--- src/rtl/fog_seq_pkg.sv ---
// Shared types and helpers for the FOG loop start-up / gain-scheduling sequencer.
package fog_seq_pkg;

    localparam int ERR_W_DEF  = 32;
    localparam int CNT_W_DEF  = 16;
    localparam int GAIN_W_DEF = 32;

    // state     | meaning
    // IDLE      | loop open, gains zero, waiting for start
    // SETTLE    | open loop, coarse gains preloaded, counting settle periods
    // COARSE    | feedback on, coarse gains, acquiring lock
    // LOCK      | feedback on, fine gains, watching for loss of lock
    // FAULT     | acquisition timed out, loop open until start or abort
    typedef enum logic [2:0] {
        ST_IDLE   = 3'd0,
        ST_SETTLE = 3'd1,
        ST_COARSE = 3'd2,
        ST_LOCK   = 3'd3,
        ST_FAULT  = 3'd4
    } seq_state_t;

    // |x| for a w-bit signed value carried sign-extended in 64 bits; the most
    // negative w-bit value folds onto the most positive one.
    function automatic logic [63:0] sat_abs(input logic signed [63:0] x, input int unsigned w);
        logic signed [63:0] most_neg;
        most_neg = -(64'sd1 <<< (w - 1));
        if (x == most_neg) begin
            return (64'd1 << (w - 1)) - 64'd1;
        end
        if (x < 0) begin
            return -x;
        end
        return x;
    endfunction

endpackage

--- src/rtl/fog_err_window.sv ---
// Registered error-window test: in_win is valid in the cycle where trig_q is high,
// one cycle after the step-sync pulse that carried the error sample.
module fog_err_window
    import fog_seq_pkg::*;
#(
    parameter int ERR_W = ERR_W_DEF
) (
    input  logic                    clk,
    input  logic                    rst,
    input  logic                    trig,
    input  logic signed [ERR_W-1:0] err,
    input  logic [ERR_W-1:0]        thresh,
    output logic                    trig_q,
    output logic                    in_win
);

    logic [63:0] err_abs;

    assign err_abs = sat_abs(64'(err), ERR_W);

    always_ff @(posedge clk or posedge rst) begin
        if (rst) begin
            trig_q <= 1'b0;
            in_win <= 1'b0;
        end else begin
            trig_q <= trig;
            if (trig) begin
                in_win <= (err_abs <= 64'(thresh));
            end
        end
    end

endmodule

--- src/rtl/fog_loop_sequencer.sv ---
// FOG closed-loop sequencer: settle, coarse acquisition, fine lock and fault handling.
// Step-sync decisions land on o_state two clock edges after the i_trig cycle.
module fog_loop_sequencer
    import fog_seq_pkg::*;
#(
    parameter int ERR_W  = ERR_W_DEF,
    parameter int CNT_W  = CNT_W_DEF,
    parameter int GAIN_W = GAIN_W_DEF
) (
    input  logic                    i_clk,
    input  logic                    i_rst,
    input  logic                    i_trig,
    input  logic signed [ERR_W-1:0] i_err,
    input  logic                    i_start,
    input  logic                    i_abort,
    input  logic [CNT_W-1:0]        i_settle_cnt,
    input  logic [CNT_W-1:0]        i_acq_timeout,
    input  logic [ERR_W-1:0]        i_lock_thresh,
    input  logic [CNT_W-1:0]        i_lock_cnt,
    input  logic [CNT_W-1:0]        i_unlock_cnt,
    input  logic [GAIN_W-1:0]       i_gain_coarse_step,
    input  logic [GAIN_W-1:0]       i_gain_fine_step,
    input  logic [GAIN_W-1:0]       i_gain_coarse_ramp,
    input  logic [GAIN_W-1:0]       i_gain_fine_ramp,
    output logic [31:0]             o_fb_ON,
    output logic [GAIN_W-1:0]       o_gain_sel_step,
    output logic [GAIN_W-1:0]       o_gain_sel_ramp,
    output logic [2:0]              o_state,
    output logic                    o_locked,
    output logic                    o_lock_lost,
    output logic                    o_fault
);

    seq_state_t         state, state_nxt;
    logic [CNT_W-1:0]   period_cnt, period_nxt;
    logic [CNT_W-1:0]   good_cnt, good_nxt;
    logic [CNT_W-1:0]   bad_cnt, bad_nxt;
    logic               lost_nxt;

    logic [CNT_W-1:0]   settle_q, acq_q, lock_q, unlock_q;
    logic [ERR_W-1:0]   thresh_q;
    logic [GAIN_W-1:0]  cstep_q, cramp_q, fstep_q, framp_q;

    logic               trig_q;
    logic               in_win;
    logic               accept_start;
    logic [CNT_W-1:0]   lock_eff, unlock_eff;

    function automatic logic [CNT_W-1:0] sat_inc(input logic [CNT_W-1:0] c);
        return (&c) ? c : c + CNT_W'(1);
    endfunction

    fog_err_window #(.ERR_W(ERR_W)) u_win (
        .clk    (i_clk),
        .rst    (i_rst),
        .trig   (i_trig),
        .err    (i_err),
        .thresh (thresh_q),
        .trig_q (trig_q),
        .in_win (in_win)
    );

    assign accept_start = i_start && !i_abort && (state == ST_IDLE || state == ST_FAULT);
    assign lock_eff     = (lock_q == '0) ? CNT_W'(1) : lock_q;
    assign unlock_eff   = (unlock_q == '0) ? CNT_W'(1) : unlock_q;

    always_comb begin
        state_nxt  = state;
        period_nxt = period_cnt;
        good_nxt   = good_cnt;
        bad_nxt    = bad_cnt;
        lost_nxt   = 1'b0;
        if (i_abort) begin
            state_nxt  = ST_IDLE;
            period_nxt = '0;
            good_nxt   = '0;
            bad_nxt    = '0;
        end else if (accept_start) begin
            state_nxt  = ST_SETTLE;
            period_nxt = '0;
            good_nxt   = '0;
            bad_nxt    = '0;
        end else if (trig_q) begin
            case (state)
                ST_SETTLE: begin
                    period_nxt = sat_inc(period_cnt);
                    if (period_nxt >= settle_q) begin
                        state_nxt  = ST_COARSE;
                        period_nxt = '0;
                        good_nxt   = '0;
                        bad_nxt    = '0;
                    end
                end
                ST_COARSE: begin
                    good_nxt   = in_win ? sat_inc(good_cnt) : '0;
                    period_nxt = sat_inc(period_cnt);
                    // Lock takes precedence over a timeout on the same period.
                    if (good_nxt == lock_eff) begin
                        state_nxt = ST_LOCK;
                        bad_nxt   = '0;
                    end else if (acq_q != '0 && period_nxt == acq_q) begin
                        state_nxt = ST_FAULT;
                    end
                end
                ST_LOCK: begin
                    bad_nxt = in_win ? '0 : sat_inc(bad_cnt);
                    if (bad_nxt == unlock_eff) begin
                        state_nxt  = ST_COARSE;
                        lost_nxt   = 1'b1;
                        period_nxt = '0;
                        good_nxt   = '0;
                        bad_nxt    = '0;
                    end
                end
                default: ;
            endcase
        end
    end

    always_ff @(posedge i_clk or posedge i_rst) begin
        if (i_rst) begin
            state           <= ST_IDLE;
            period_cnt      <= '0;
            good_cnt        <= '0;
            bad_cnt         <= '0;
            settle_q        <= '0;
            acq_q           <= '0;
            lock_q          <= '0;
            unlock_q        <= '0;
            thresh_q        <= '0;
            cstep_q         <= '0;
            cramp_q         <= '0;
            fstep_q         <= '0;
            framp_q         <= '0;
            o_fb_ON         <= '0;
            o_gain_sel_step <= '0;
            o_gain_sel_ramp <= '0;
            o_state         <= 3'd0;
            o_locked        <= 1'b0;
            o_lock_lost     <= 1'b0;
            o_fault         <= 1'b0;
        end else begin
            state       <= state_nxt;
            period_cnt  <= period_nxt;
            good_cnt    <= good_nxt;
            bad_cnt     <= bad_nxt;
            o_state     <= state_nxt;
            o_lock_lost <= lost_nxt;
            o_locked    <= (state_nxt == ST_LOCK);
            o_fault     <= (state_nxt == ST_FAULT);
            o_fb_ON     <= {31'b0, (state_nxt == ST_COARSE || state_nxt == ST_LOCK)};
            if (accept_start) begin
                settle_q <= i_settle_cnt;
                acq_q    <= i_acq_timeout;
                lock_q   <= i_lock_cnt;
                unlock_q <= i_unlock_cnt;
                thresh_q <= i_lock_thresh;
                cstep_q  <= i_gain_coarse_step;
                cramp_q  <= i_gain_coarse_ramp;
                fstep_q  <= i_gain_fine_step;
                framp_q  <= i_gain_fine_ramp;
            end
            // The shadows only load on the start edge, so take the fresh values there.
            case (state_nxt)
                ST_SETTLE, ST_COARSE: begin
                    o_gain_sel_step <= accept_start ? i_gain_coarse_step : cstep_q;
                    o_gain_sel_ramp <= accept_start ? i_gain_coarse_ramp : cramp_q;
                end
                ST_LOCK: begin
                    o_gain_sel_step <= fstep_q;
                    o_gain_sel_ramp <= framp_q;
                end
                default: begin
                    o_gain_sel_step <= '0;
                    o_gain_sel_ramp <= '0;
                end
            endcase
        end
    end

endmodule
--- config.mk ---
export PLATFORM = sky130hd
export DESIGN_NAME = fog_loop_sequencer
export DESIGN_NICKNAME = d
export VERILOG_FILES = /design/src/rtl/fog_seq_pkg.sv /design/src/rtl/fog_err_window.sv /design/src/rtl/fog_loop_sequencer.sv
export SDC_FILE = /design/constraint.sdc
export NUM_CORES = 1
export LEC_CHECK = 0
export CORE_AREA = 2 2 190 192
export DETAILED_ROUTE_END_ITERATION = 8
export DIE_AREA = 0 0 192 194
export GPL_TIMING_DRIVEN = 0
export PLACE_DENSITY_LB_ADDON = 0.3
export SYNTH_ARGS = -nofsm -noshare
export SYNTH_HDL_FRONTEND = slang
export SYNTH_SLANG_ARGS = --single-unit
--- constraint.sdc ---
create_clock -name i_clk -period 35.3 [get_ports i_clk]
set_clock_uncertainty 0.1 [all_clocks]
set_input_delay 10.59 -clock i_clk [delete_from_list [all_inputs] [get_ports i_clk]]
set_output_delay 10.59 -clock i_clk [all_outputs]
set_load 0.005 [all_outputs]
Yosys cells after proc, flatten, opt, wreduce, memory -nomap -nowiden

Cells that the tools add are included.

Bits in registers: 345
Input bits: 261
Output and inout port bits: 102
Logic and storage cells: 110

Add/subtract/negate cells: 4
Magnitude comparators: 3
Equal/unequal tests: 15
Multiplexer cells: 48
Reduce and logical (&&, ||, !) cells: 19

Operators with widths:

| kind                                                                          | count |
|---|---|
| 16-bit two-way mux                                                            | 21 |
| 64-bit two-way mux                                                            | 4 |
| 16-bit case mux with 3 select lines                                           | 3 |
| 32-bit case mux with 2 select lines                                           | 2 |
| 64-bit by 32-bit <= comparator with 1-bit output                              | 1 |
| 32-bit two-way mux                                                            | 2 |
| 32-bit negation with 64-bit output                                            | 1 |
| 16-bit by 1-bit adder with 16-bit output, second input constant               | 3 |
| 16-bit == test                                                                | 3 |
| 16-bit AND reduction                                                          | 3 |
| 32-bit == test, second input constant                                         | 1 |
| 16-bit zero test                                                              | 2 |
| 32-bit by 1-bit less-than comparator with 1-bit output, second input constant | 1 |
| 3-bit two-way mux                                                             | 7 |
| 16-bit >= comparator                                                          | 1 |
| 16-bit nonzero test                                                           | 1 |
| 3-bit by 2-bit == test with 1-bit output, second input constant               | 4 |
| 4-bit inequality test, second input constant                                  | 3 |
| 3-bit case mux with 3 select lines                                            | 1 |
| 1-bit two-way mux                                                             | 8 |
| 4-bit AND reduction                                                           | 2 |
| 3-bit by 1-bit == test with 1-bit output, second input constant               | 2 |
| 3-bit == test, second input constant                                          | 2 |
| 5-bit nonzero test                                                            | 1 |
| 7 further kinds                                                               | 10 |

Longest topological paths before layout

Depth after elaboration: 13
Mapped depth: 23
Mapped depth without buffers: 21

Cells and area by module

A second synthesis with hierarchy kept.

Cells, all modules: 1913
Area, all modules: 19177.1 µm²

Modules (own cells, without submodules):

| module             | times used | cells an instance | area each (µm²) | sequential area each (µm²) |
|---|---|---|---|---|
| fog_loop_sequencer | 1          | 1668              | 17450.5         | 8583.2 |
| fog_err_window     | 1          | 245               | 1726.7          | 50.0 |

Worst setup path before layout

No wires, ideal clock.

Path kind: in2reg
Start point: in i_err[1]
End point: reg u_win.in_win
Arrival time: 14.747 ns
Setup slack: 20.367 ns
Stages on the path: 23
Cells stage by stage: inv_1 > ha_1 > nand2_1 > or3_1 > or3_1 > nand2b_1 > or3_1 > nand2b_1 > or3_1 > clkbuf_1 > clkbuf_1 > nand2_1 > ha_1 > a21o_1 > a21o_1 > a21o_1 > a21o_1 > a21o_1 > a21o_1 > a21o_1 > a211oi_1 > nor3_1 > nor3_1

Longest elaborated chain between the ends: 6

RTL lines:

| element                                                | line                     | source |
|---|---|---|
| start: declaration                                     | fog_loop_sequencer.sv:13 | `input logic signed [ERR_W-1:0] i_err,` |
| 32-bit by 1-bit less-than comparator with 1-bit output | fog_seq_pkg.sv:30        | `if (x < 0) begin` |
| 1-bit two-way mux (2 in a row)                         | fog_seq_pkg.sv:30        |  |
| 64-bit two-way mux                                     | fog_seq_pkg.sv:33        | `return x;` |
| 64-bit two-way mux *                                   | fog_seq_pkg.sv:30        |  |
| 64-bit by 32-bit <= comparator with 1-bit output *     | fog_err_window.sv:28     | `in_win <= (err_abs <= 64'(thresh));` |
| end signal: assignment                                 | fog_err_window.sv:28     |  |
| end: declaration                                       | fog_err_window.sv:14     | `output logic in_win` |

Mark *: on every way between the ends. The rest lies on a longest branch, timed or not. The select of a mux whose other input is x is not followed.
A chain may end at the register's enable or synchronous reset.

Worst setup path in the final report

Start point: in i_err[0]
End point: reg u_win.in_win

Same word-level chain as after synthesis.

==> impl_summary.md <==
Clocking
TritonCTS created 39 clock buffers. The master cell of the clock root buffer is sky130_fd_sc_hd__clkbuf_16. The number of clock sinks is ~350. The post-cts hold buffer count is 0. The CTS tree is done.

The maximum level of the CTS H-tree is 2. The clock latency at the later pin of the worst-skew pair is 580 ps. Clock-pin slew was measured on the worst setup and hold paths at around 60 ps.

The clock passes through at most 3 buffers. In this run the post-CTS setup repair buffer count came out at 0. The number of gates resized after CTS was 0.

Yosys
In this run, synthesis inferred 0 flip-flops with an integrated enable. The synthesized netlist occupies a cell area of around 20000 um2. The synthesized netlist cell count is approximately 2000. The fraction of post-synthesis cell area in the top cell type by area is 0.429. Synthesis inferred about 350 register bits. Ranked by total cell area, the synthesized netlist is headed by sky130_fd_sc_hd__dfrtp_1, sky130_fd_sc_hd__mux2_2, sky130_fd_sc_hd__a21oi_1, sky130_fd_sc_hd__a2111oi_2, sky130_fd_sc_hd__mux2i_1. During synthesis, Yosys emitted a total of 0 warnings. By count the netlist is led by sky130_fd_sc_hd__dfrtp_1, sky130_fd_sc_hd__a21oi_1, sky130_fd_sc_hd__mux2_2. Among all flip-flop cells after synthesis, the most frequent one is sky130_fd_sc_hd__dfrtp_1. The cell with the most instances after synthesis is sky130_fd_sc_hd__dfrtp_1. The average footprint of a synthesized cell is 10.3 um2.

The async set or reset register ratio after synthesis is 1.00. The share of the Yosys chip area taken by registers is 0.429. The post-synthesis cell type count is 95. Of all cell types, the one taking the most synthesized area is sky130_fd_sc_hd__dfrtp_1.

GRT
The initial antenna violation count is 7. The first-pass GRT wire length is approximately 98 mm. Entering global routing, the biggest net connects ~130 pins.

The number of global-route vias before repair came to approximately 18000. Across every metal layer, demand over resource in global routing totals 0.337. The total overflow left after global routing is 0.

Cells and area
In the final layout, the share of cells above drive strength 1 is 0.183. Once layout is complete, the cells apart from fillers number approximately 2800. The signed area change from the synthesized netlist to the final layout is 27.0%. Counting the fill cells in the layout gives approximately 2500. The layout net count is around 2700.

Power
In this run the power density over the cells is between 40 and 50 nW/um2. The analysis attributes to cell leakage a power of 11.1 nW. IR analysis of the VDD net gives a maximum drop of 0.0434 mV.

Worst hold path
The worst hold path belongs to the class register to register. The start point of the worst hold path is fstep_q[25]$_DFFE_PP0P_.

Timing
The final count of negative-setup-slack endpoints is 0. Headroom to the max-slew limit came out at 0.240. The number of hold violations in the final report was 0.

The slew at the pin closest to its max-slew limit is between 1000 and 1500 ps. The worst path in the final design needs a cycle of 15470 ps, including I/O delays and setup. Of the available clock period, the critical path in the final layout requires 0.438. In the final timing run, aggregate negative setup slack is 0 ps. Timing would allow up to between 0.06 and 0.07 GHz. The number of pins with negative max-slew slack in the final report is 0. Setup repair after global routing left no endpoint under its margin.

Detailed routing
The number of remaining DRC errors is 0. The detailed-route vias per instance is approximately 6.1. After detailed routing, the average wire length per cell comes to between 20 and 25 um.

The detailed-route wire length is 62.9 mm. In this run the remaining antenna-violating nets after routing total 0. The number of detailed-routing iterations run before antenna repair is 5. In this run, the number of DRC markers left after iteration 0 of detailed routing was about 1400.

Summing over every cut layer, the via total after detailed routing is 17471.

Floorplan
The effective utilization at floorplan is 0.572. In this run the vertical extent of the chip is just under 200 um. The core area is 35200 um2. roughly 360 I/O pins were placed. The floorplan step defined a die boundary enclosing around 37000 um2.

In this run the horizontal extent of the chip is between 150 and 200 um. The row count is just under 70.

Worst setup path
The data arrival at the endpoint of the critical path is about 16000 ps. The startpoint of the worst-slack reg-to-reg timing path is u_win.in_win$_DFFE_PP0P_. In this run the worst setup path begins at i_err[0]. The worst setup path is launched from a primary input. STA classifies the critical path endpoint as a register. The critical path class is primary input to register. Along the worst path, the maximum fanout reaches 10. Data on the critical path is required at its endpoint by around 36000 ps.

Place
The number of placed instances with taps included is between 2000 and 3000. The post-DP HPWL is about 46 mm. Routability-driven placement finished with a final weighted congestion of 0.931. The count of buffers inserted at the top-level ports is 330.

Run
The tool flagged a number of max-cap violations equal to 0.

Status
The run finished with clean final reports.
## logic make-up after synthesis
family	after synthesis	share of synthesized area
flops	345	0.429
other cells	1	0.000186
compound gates	514	0.192
buf+inv	250	0.0609
mux	247	0.134
xor+xnor	59	0.0270
fa+ha+maj	52	0.0323
simple gates	482	0.126
## registers in the layout (all words and copies together) (netlist names), 32 cells and up
signal / flops
fstep_q: 32
cstep_q: 32
cramp_q: 32
thresh_q: 32
o_gain_sel_step: 32
framp_q: 32
o_gain_sel_ramp: 32
## worst paths after layout
| path | slack, ps | cells after the start | to |
|---|---|---|---|
| min | 400 | 1 | fstep_q[25]$_DFFE_PP0P_ |
| max reg2reg | 29800 | 12 | o_gain_sel_ramp[18]$_DFF_PP0_ |
| max in group asynchronous | 23500 | 3 | cramp_q[0]$_DFF_PP0_ |
| min in group asynchronous | 10460 | 2 | thresh_q[2]$_DFFE_PP0P_ |
| min reg2reg | 400 | 1 | fstep_q[25]$_DFFE_PP0P_ |
| max | 19830 | 24 | u_win.in_win$_DFFE_PP0P_ |
## where the power goes
group / total (W) / switching [W] / internal (W)
Clock: 0.000436 / 0.000174 / 0.000262
Sequential: 0.000488 / 0.0000344 / 0.000453
Combinational: 0.000246 / 0.000121 / 0.000124
## worst max-delay path: stages
cell	delay, ps
sky130_fd_sc_hd__clkdlybuf4s50_1	470
sky130_fd_sc_hd__inv_1	120
sky130_fd_sc_hd__ha_1	180
sky130_fd_sc_hd__nand2_1	80
sky130_fd_sc_hd__or3_1	320
sky130_fd_sc_hd__or3_1	390
sky130_fd_sc_hd__nand2b_1	240
sky130_fd_sc_hd__or3_1	430
sky130_fd_sc_hd__nand2b_1	180
sky130_fd_sc_hd__or3_1	350
sky130_fd_sc_hd__clkbuf_1	130
sky130_fd_sc_hd__clkbuf_1	210
sky130_fd_sc_hd__nand2_1	110
sky130_fd_sc_hd__ha_1	240
sky130_fd_sc_hd__a21o_1	170
sky130_fd_sc_hd__a21o_1	180
sky130_fd_sc_hd__a21o_1	170
sky130_fd_sc_hd__a21o_1	180
sky130_fd_sc_hd__a21o_1	170
sky130_fd_sc_hd__a21o_1	170
sky130_fd_sc_hd__a21o_1	200
sky130_fd_sc_hd__a211oi_1	290
sky130_fd_sc_hd__nor3_1	100
sky130_fd_sc_hd__nor3_1	160
## routing by layer
metal  part of all wire  wire length (um)  global-route usage
met2               0.47             29500               0.530
met4              0.039              2470               0.146
met3              0.078              4900              0.0787
met5            0.00043                27                   0
met1               0.41             26000               0.447
## placed cells by master, fill, tap and decap left out, types with 55 or more instances in the layout
master and count:
sky130_fd_sc_hd__dfrtp_1 345, sky130_fd_sc_hd__clkdlybuf4s50_1 330, sky130_fd_sc_hd__a21oi_1 174, sky130_fd_sc_hd__mux2_2 173, sky130_fd_sc_hd__nand2_1 152, sky130_fd_sc_hd__o21ai_0 103
sky130_fd_sc_hd__inv_1 83, sky130_fd_sc_hd__nor2_1 75, sky130_fd_sc_hd__clkbuf_1 73, sky130_fd_sc_hd__mux2i_1 73, sky130_fd_sc_hd__a2111oi_2 55
## area by class of cell
type,instances,area (um2),area share
antenna,5,12.5,0.000489
timing repair buffer,333,3370,0.132
tap,461,577,0.0225
sequential,345,8630,0.337
buffer,164,903,0.0353
clock buffer,51,1080,0.0423
clock inverter,19,288,0.0112
multi-input combinational,1385,10400,0.406
inverter,86,330,0.0129
## metrics by stage
stage | util | cell area (um2) | setup slack, ps | power [W] | hold WS (ps)
6_report | 0.726 | 25600 | 19830 | 0.00117 | 404
5_1_grt | 0.726 | 25600 | 19520 | 0.00122 | 422
4_1_cts | 0.726 | 25600 | 19840 | 0.00117 | 408
3_5_place_dp | 0.687 | 24200 | 19280 | 0.000735 | 395
3_3_place_gp | 0.685 | 24100 | 10910 | 0.000724 | 389
2_1_floorplan | - | 20200 | 15040 | 0.000635 | 380
No activity file was read; power rests on OpenSTA's default activity.
